`src/rtl/seq_mem_d1_responder_if.sv`:
```
//------------------------------------------------------------------------------
// Module  : seq_mem_d1_responder_if
// Purpose : Request/response bundle between a Calyx-style initiator and
//           the seq_mem_d1_responder memory.
// Revision: 1.0
//------------------------------------------------------------------------------
`default_nettype none

interface seq_mem_d1_responder_if #(
  parameter int WIDTH    = 32,
  parameter int IDX_SIZE = 4
);
  logic [IDX_SIZE-1:0] addr0;
  logic [WIDTH-1:0]    write_data;
  logic                write_en;
  logic                read_en;
  logic [WIDTH-1:0]    read_data;
  logic                done;
  logic                busy;
  logic                oob_err;

  modport master (
    output addr0, write_data, write_en, read_en,
    input  read_data, done, busy, oob_err
  );

  modport slave (
    input  addr0, write_data, write_en, read_en,
    output read_data, done, busy, oob_err
  );
endinterface

`default_nettype wire

```
`src/rtl/seq_mem_d1_responder.sv`:
```
//------------------------------------------------------------------------------
// Module  : seq_mem_d1_responder
// Purpose : 1-D memory responder with read enable, fixed LATENCY access time
//           and a one-cycle done pulse. Optional macro: SEQ_MEM_OOB_CHECK_EN.
// Revision: 1.0
//------------------------------------------------------------------------------
`default_nettype none

module seq_mem_d1_responder #(
  parameter int WIDTH    = 32,
  parameter int SIZE     = 16,
  parameter int IDX_SIZE = 4,
  parameter int LATENCY  = 1
) (
  input  logic                   clk,
  input  logic                   reset,
  seq_mem_d1_responder_if.slave  mem_if
);

  localparam int            CNT_W    = 3;
  localparam logic [CNT_W-1:0] CNT_LOAD = CNT_W'(LATENCY - 1);
  localparam logic [0:0]    S_IDLE   = 1'b0;
  localparam logic [0:0]    S_WAIT   = 1'b1;

  logic [WIDTH-1:0]    mem_q [SIZE];
  logic [0:0]          state_q, state_d;
  logic [CNT_W-1:0]    cnt_q, cnt_d;
  logic [IDX_SIZE-1:0] addr_q;
  logic [WIDTH-1:0]    wdata_q;
  logic                is_wr_q;
  logic                oob_q;
  logic [WIDTH-1:0]    rdata_q, rdata_d;

  logic                w_req;
  logic                w_done;
  logic                w_accept;
  logic                w_oob_in;
  logic                w_commit;
  logic                w_ld_en;
  logic [IDX_SIZE-1:0] w_ld_addr;
  logic                w_ld_oob;

  assign w_req    = mem_if.write_en | mem_if.read_en;
  assign w_done   = (state_q == S_WAIT) && (cnt_q == '0);
  assign w_accept = ((state_q == S_IDLE) || w_done) && w_req;
  assign w_commit = w_done && is_wr_q && !oob_q;

`ifdef SEQ_MEM_OOB_CHECK_EN
  localparam logic [IDX_SIZE:0] SIZE_C = (IDX_SIZE+1)'(SIZE);
  assign w_oob_in = ({1'b0, mem_if.addr0} >= SIZE_C);
`else
  assign w_oob_in = 1'b0;
`endif

  // read_data is loaded on the edge that opens the read's done cycle
  generate
    if (LATENCY == 1) begin : g_ld_direct
      assign w_ld_en   = w_accept && !mem_if.write_en;
      assign w_ld_addr = mem_if.addr0;
      assign w_ld_oob  = w_oob_in;
    end else begin : g_ld_wait
      assign w_ld_en   = (state_q == S_WAIT) && (cnt_q == CNT_W'(1)) && !is_wr_q;
      assign w_ld_addr = addr_q;
      assign w_ld_oob  = oob_q;
    end
  endgenerate

  always_comb begin
    rdata_d = rdata_q;
    if (w_ld_en) begin
      if (w_ld_oob)
        rdata_d = '0;
      else if (w_commit && (addr_q == w_ld_addr))
        rdata_d = wdata_q;
      else
        rdata_d = mem_q[w_ld_addr];
    end
  end

  // Next-state logic
  always_comb begin
    state_d = state_q;
    cnt_d   = cnt_q;
    if (w_accept) begin
      state_d = S_WAIT;
      cnt_d   = CNT_LOAD;
    end else if (w_done) begin
      state_d = S_IDLE;
    end else if (state_q == S_WAIT) begin
      cnt_d   = cnt_q - CNT_W'(1);
    end
  end

  // State register
  always_ff @(posedge clk) begin
    if (reset) begin
      state_q <= S_IDLE;
      cnt_q   <= '0;
      addr_q  <= '0;
      wdata_q <= '0;
      is_wr_q <= 1'b0;
      oob_q   <= 1'b0;
      rdata_q <= '0;
    end else begin
      state_q <= state_d;
      cnt_q   <= cnt_d;
      rdata_q <= rdata_d;
      if (w_accept) begin
        addr_q  <= mem_if.addr0;
        wdata_q <= mem_if.write_data;
        is_wr_q <= mem_if.write_en;
        oob_q   <= w_oob_in;
      end
    end
  end

  always_ff @(posedge clk) begin
    if (!reset && w_commit)
      mem_q[addr_q] <= wdata_q;
  end

  // Output logic
  always_comb begin
    mem_if.done = w_done;
    mem_if.busy = (state_q == S_WAIT) && (cnt_q != '0);
  end

  assign mem_if.read_data = rdata_q;

`ifdef SEQ_MEM_OOB_CHECK_EN
  logic oob_err_q;
  always_ff @(posedge clk) begin
    if (reset)
      oob_err_q <= 1'b0;
    else if (w_accept && w_oob_in)
      oob_err_q <= 1'b1;
  end
  assign mem_if.oob_err = oob_err_q;
`else
  assign mem_if.oob_err = 1'b0;
`endif

endmodule

`default_nettype wire
```
`src/flat_wrapper.sv`:
```
// flat-port wrapper written by rule: the top's interface ports become plain ports
module seq_mem_d1_responder_flat 
#(
  parameter int WIDTH    = 32,
  parameter int SIZE     = 16,
  parameter int IDX_SIZE = 4,
  parameter int LATENCY  = 1
)
  (clk, reset, mem_if_addr0, mem_if_write_data, mem_if_write_en, mem_if_read_en, mem_if_read_data, mem_if_done, mem_if_busy, mem_if_oob_err);
  seq_mem_d1_responder_if #(.WIDTH(WIDTH), .IDX_SIZE(IDX_SIZE)) mem_if_i ();
  input  logic clk;
  input  logic reset;
  input wire logic [$bits(mem_if_i.addr0)-1:0] mem_if_addr0;
  input wire logic [$bits(mem_if_i.write_data)-1:0] mem_if_write_data;
  input wire logic [$bits(mem_if_i.write_en)-1:0] mem_if_write_en;
  input wire logic [$bits(mem_if_i.read_en)-1:0] mem_if_read_en;
  output wire logic [$bits(mem_if_i.read_data)-1:0] mem_if_read_data;
  output wire logic [$bits(mem_if_i.done)-1:0] mem_if_done;
  output wire logic [$bits(mem_if_i.busy)-1:0] mem_if_busy;
  output wire logic [$bits(mem_if_i.oob_err)-1:0] mem_if_oob_err;
  assign mem_if_i.addr0 = mem_if_addr0;
  assign mem_if_i.write_data = mem_if_write_data;
  assign mem_if_i.write_en = mem_if_write_en;
  assign mem_if_i.read_en = mem_if_read_en;
  assign mem_if_read_data = mem_if_i.read_data;
  assign mem_if_done = mem_if_i.done;
  assign mem_if_busy = mem_if_i.busy;
  assign mem_if_oob_err = mem_if_i.oob_err;
  seq_mem_d1_responder #(.WIDTH(WIDTH), .SIZE(SIZE), .IDX_SIZE(IDX_SIZE), .LATENCY(LATENCY)) u_core (.clk(clk), .reset(reset), .mem_if(mem_if_i));
endmodule
```
`config.mk`:
```
export PLATFORM = sky130hd
export DESIGN_NAME = seq_mem_d1_responder_flat
export DESIGN_NICKNAME = d
export VERILOG_FILES = /design/src/rtl/seq_mem_d1_responder_if.sv /design/src/rtl/seq_mem_d1_responder.sv /design/src/flat_wrapper.sv
export SDC_FILE = /design/constraint.sdc
export NUM_CORES = 1
export LEC_CHECK = 0
export ABC_CLOCK_PERIOD_IN_PS = 7500
export BUFFER_PORTS_ARGS = -buffer_cell sky130_fd_sc_hd__buf_2
export CAP_MARGIN = 0
export CORE_ASPECT_RATIO = 1.5
export CORE_MARGIN = 2
export CORE_UTILIZATION = 45
export DETAILED_ROUTE_END_ITERATION = 10
export GPL_TIMING_DRIVEN = 0
export PLACE_DENSITY = 0.59
export SETUP_SLACK_MARGIN = 0.3
export SYNTH_ARGS = -nofsm -noshare
export SYNTH_HDL_FRONTEND = slang
export SYNTH_SLANG_ARGS = --single-unit
```
`constraint.sdc`:
```
create_clock -name clk -period 7.5 [get_ports clk]
set_input_delay 0.375 -clock clk [delete_from_list [all_inputs] [get_ports clk]]
set_output_delay 0.375 -clock clk [all_outputs]
set_load 0.05 [all_outputs]
```
==> results.txt <==
----------------------------------------------------
[GRT]
  Number of global-route vias before repair ... ~12000
  Combined global-route utilization of all metal layers ... between 20% and 30%
  Largest net degree at the start of global routing ... 23
  Antenna violations before repair ... 0
  Leftover overflow at the end of global routing ... 0
  Global-route wire length before repair ... approximately 78000 µm

[Critical path]
  Worst reg-to-reg path cell count ... 9
  Setup CP Type ... register to register
  Endpoint class of the critical path ... register
  Crit path arrival time ... 3390 ps
  Startpoint class of the critical path ... register
  FF-to-FF setup slack ... between 4000 and 5000 ps
  Endpoint of the worst-slack reg-to-reg timing path ... u_core.mem_q[4][10]
  Largest fanout on the critical path ... 9
  Launch instance of the worst register-to-register path ... u_core.cnt_q[0]
  Endpoint required time on the critical path ... 7800 ps

[Logic synthesis]
  Number of distinct library cells after synthesis ... 33
  Post-synth EDFFs ... approximately 500
  Flop and latch count out of synthesis ... between 500 and 600
  Net count after synthesis ... 1184
  Main synth FF type ... edfxtp_1
  Instance count of the mapped netlist ... 1142
  Cell area after synthesis ... about 0.022 mm²
  Syn. warnings ... 0
  Proportion of register bits with asynchronous set or reset after synthesis ... 0%
  Average instance area after synthesis ... between 15 and 20 µm²
  Sequential fraction of the synthesis area ... 76.4%

[Cells and area]
  Post-route cell area ... ~0.026 mm²
  Number of filler cells placed in the layout ... between 3000 and 4000
  Area growth syn-to-layout ... 16.5%
  Number of nets in the layout ... 1345
  Total inserted antenna cells ... 0
  Storage element area ... around 0.017 mm²
  Fraction of final layout cells with drive strength greater than 1 ... about a quarter
  Area of combinational cells with multiple inputs ... slightly below 0.005 mm²
  Final standard cell count with taps included and fillers excluded ... around 2000

[Routing]
  Via count of the routed design ... between 10000 and 15000
  Uppermost layer routed ... met4
  Drt total wl ... between 50000 and 60000 µm
  Post-detailed-route count of antenna-violating nets ... 0
  Met2 Wirelength ... approximately 28000 µm
  Remaining design rule violation count ... 0
  Wirelength per Cell ... between 20 and 30 µm
  Detailed-routing wirelength on met1 ... 21000 µm
  Drt first-iter violations ... between 1000 and 1500
  Detail-routed via count per cell ... between 5 and 6
  Met3 WL ... about 3000 µm
  Router iterations before antenna repair ... 5

[Timing]
  Maximum frequency from static timing analysis ... approximately 320 MHz
  Slew headroom ... 30.6%
  Unrepaired setup endpoints after global routing ... false
  Final hold violation count ... 0
  Final worst path period need ... 3090 ps
  Final count of negative-setup-slack endpoints ... 0
  Pins over their slew limit ... 0
  Post-route clock period utilization ... about 40%
  Setup skew after layout ... approximately 23 ps
  Setup TNS Final ... 0 ps
  Pin slew with the least headroom to its limit ... slightly above 1000 ps

[Place]
  Placed insts ... around 1900
  Gp weighted congestion ... 0.766
  Placed Area ... approximately 0.024 mm²
  Number of buffers inserted by port buffering ... ~70
  Final HPWL DP ... approximately 34000 µm

[Clock tree]
  CTS tree ... built
  Maximum buffer depth of the clock tree ... 3
  Clock network latency to the later pin of the worst-skew pair ... 590 ps
  CTS clk-pin slew, worst paths ... ~60 ps
  H-tree Lvls ... 2
  Number of clock buffers inserted by TritonCTS ... 53
  Count of cells resized by post-cts repair ... 0
  Clock root buffer ... clkbuf_16
  Number of sinks on the clock net ... a little under 600

[Floorplan]
  Top Ports ... 75
  Die Footprint ... slightly above 0.05 mm²
  Die Y-Extent ... approximately 270 µm
  Initial standard-cell utilization of the core ... ~45%
  Die boundary width ... 185 µm
  Floorplan core area ... about 0.05 mm²
  Number of standard-cell rows in the floorplan ... slightly below 100

[Pwr]
  Peak supply drop ... 0.000204 V
  Power density over cell area ... about 270 mW/mm²
  Lkg Pwr ... about 8.4 nW
  Overall power after layout ... between 6 and 7 mW

[Min path]
  Critical hold path startpoint ... mem_if_write_data[21]
  Hold endpoint ... u_core.wdata_q[21]
  Worst Hold Path Cells ... 3
  Hold/Removal Path Class ... input pin to register

[Outcome]
  Status ... completed

[Run]
  Max-cap check violation count ... 0

----------------------------------------------------
cells by family (layout without fill, tap and decap cells):
logic type,after synthesis,in the layout,share of synthesized area [%]
xor+xnor,5,5,0.199
other cells,1,1,0.0170
fa+ha+maj,2,2,0.114
flops,585,585,76.4
mux,128,128,13.1
compound gates,137,137,4.66
buf+inv,106,312,2.23
simple gates,178,178,3.27
through the flow:
stage                     hold slack [ps]  setup slack [ps]  utilization, %
after floorplan                       433              2940               -
after global placement                446               266            47.8
after detailed placement              455              4430            48.9
after CTS                            1.71              4420            52.8
after global routing                 19.8              4270            52.8
final                                25.3              4410            52.8
Yosys cell counts (2+ instances only):
cell type / count / area [µm²]
nand3b_1: 2 / 15.0
and2_1: 2 / 12.5
a2111oi_0: 2 / 17.5
edfxtp_1: 512 / 15400
nand2_1: 105 / 394
ha_1: 2 / 25.0
inv_1: 36 / 135
buf_6: 7 / 78.8
xor2_1: 4 / 35.0
nor2b_1: 2 / 12.5
a22oi_1: 64 / 480
buf_4: 7 / 52.6
buf_1: 9 / 33.8
clkbuf_1: 35 / 131
dfxtp_1: 73 / 1460
nor3_1: 6 / 30.0
a21oi_1: 36 / 180
mux4_2: 128 / 2880
a221o_1: 32 / 320
nand2b_1: 3 / 18.8
buf_2: 11 / 55.1
nor2_1: 53 / 199
placed cells by master (no fill, tap or decap), drive strengths merged:
cell         instances
edfxtp             512
buf                135
mux4               128
nand2              105
clkbuf             104
dfxtp               73
a22oi               64
nor2                53
inv                 37
a21oi               36
a221o               32
clkinv              17
bufinv               9
nor3                 6
clkinvlp             5
dlygate4sd3          5
xor2                 4
nand2b               3
a2111oi              3
and2                 2
nand3b               2
nor2b                2
ha                   2
and3b                1
nand3                1
or3b                 1
nor4                 1
o21ai                1
and4                 1
a31o                 1
xnor2                1
conb                 1
worst max path at each step:
| stage | startpoint | to | slack, ps |
|---|---|---|---|
| finish | u_core.cnt_q[0] | u_core.mem_q[4][10] | 4410 |
| global route | u_core.cnt_q[1] | u_core.mem_q[4][10] | 4270 |
| CTS | u_core.cnt_q[0] | u_core.mem_q[4][6] | 4420 |
| detailed placement | u_core.cnt_q[0] | u_core.mem_q[4][9] | 4430 |
| global placement | u_core.cnt_q[0] | u_core.mem_q[0][9] | 270 |
| floorplan | u_core.cnt_q[0] | u_core.mem_q[0][0] | 2940 |
routing by layer:
| layer | global-route usage (%) | vias up |
|---|---|---|
| met5 | 0 | - |
| met4 | 6.54 | 0 |
| met3 | 2.73 | 82 |
| met2 | 38.5 | 400 |
| met1 | 28.1 | 5949 |
| li1 | - | 4914 |
final cells by class:
class                   instances  area share [%]
flip-flops and latches        585            65.6
multi-input cells             451            18.8
clock buffers                  69            5.52
repair buffers                106            3.34
well taps                     656            3.20
clock inverters                31            1.64
plain buffers                  69            1.37
inverters                      37           0.541
worst max-delay path, cell delays in order, from the launching register on:
cell	delay, ps
dfxtp_1	320
inv_1	60
ha_1	130
ha_1	160
and2_1	220
and3b_1	330
nand3b_1	320
nor3_2	870
buf_6	240
buf_6	150
repair_timing:
item / CTS / global route
setup buffers: 0 / 0
hold buffers: 5 / 0
hold endpoints to repair: 5 / 0
state kept, by name (all words and copies together) (netlist names):
| signal | flops |
|---|---|
| u_core.mem_if.read_data | 32 |
| u_core.state_q | 1 |
| u_core.is_wr_q | 1 |
| u_core.wdata_q | 32 |
| u_core.addr_q | 4 |
| u_core.mem_q | 512 |
| u_core.cnt_q | 3 |
power breakdown:
part / internal, mW / switching [mW]
clock: 1.65 / 1.19
combinational: 0.130 / 0.214
sequential: 3.58 / 0.0616
total: 5.36 / 1.47
No activity file was read; power rests on OpenSTA's default activity.
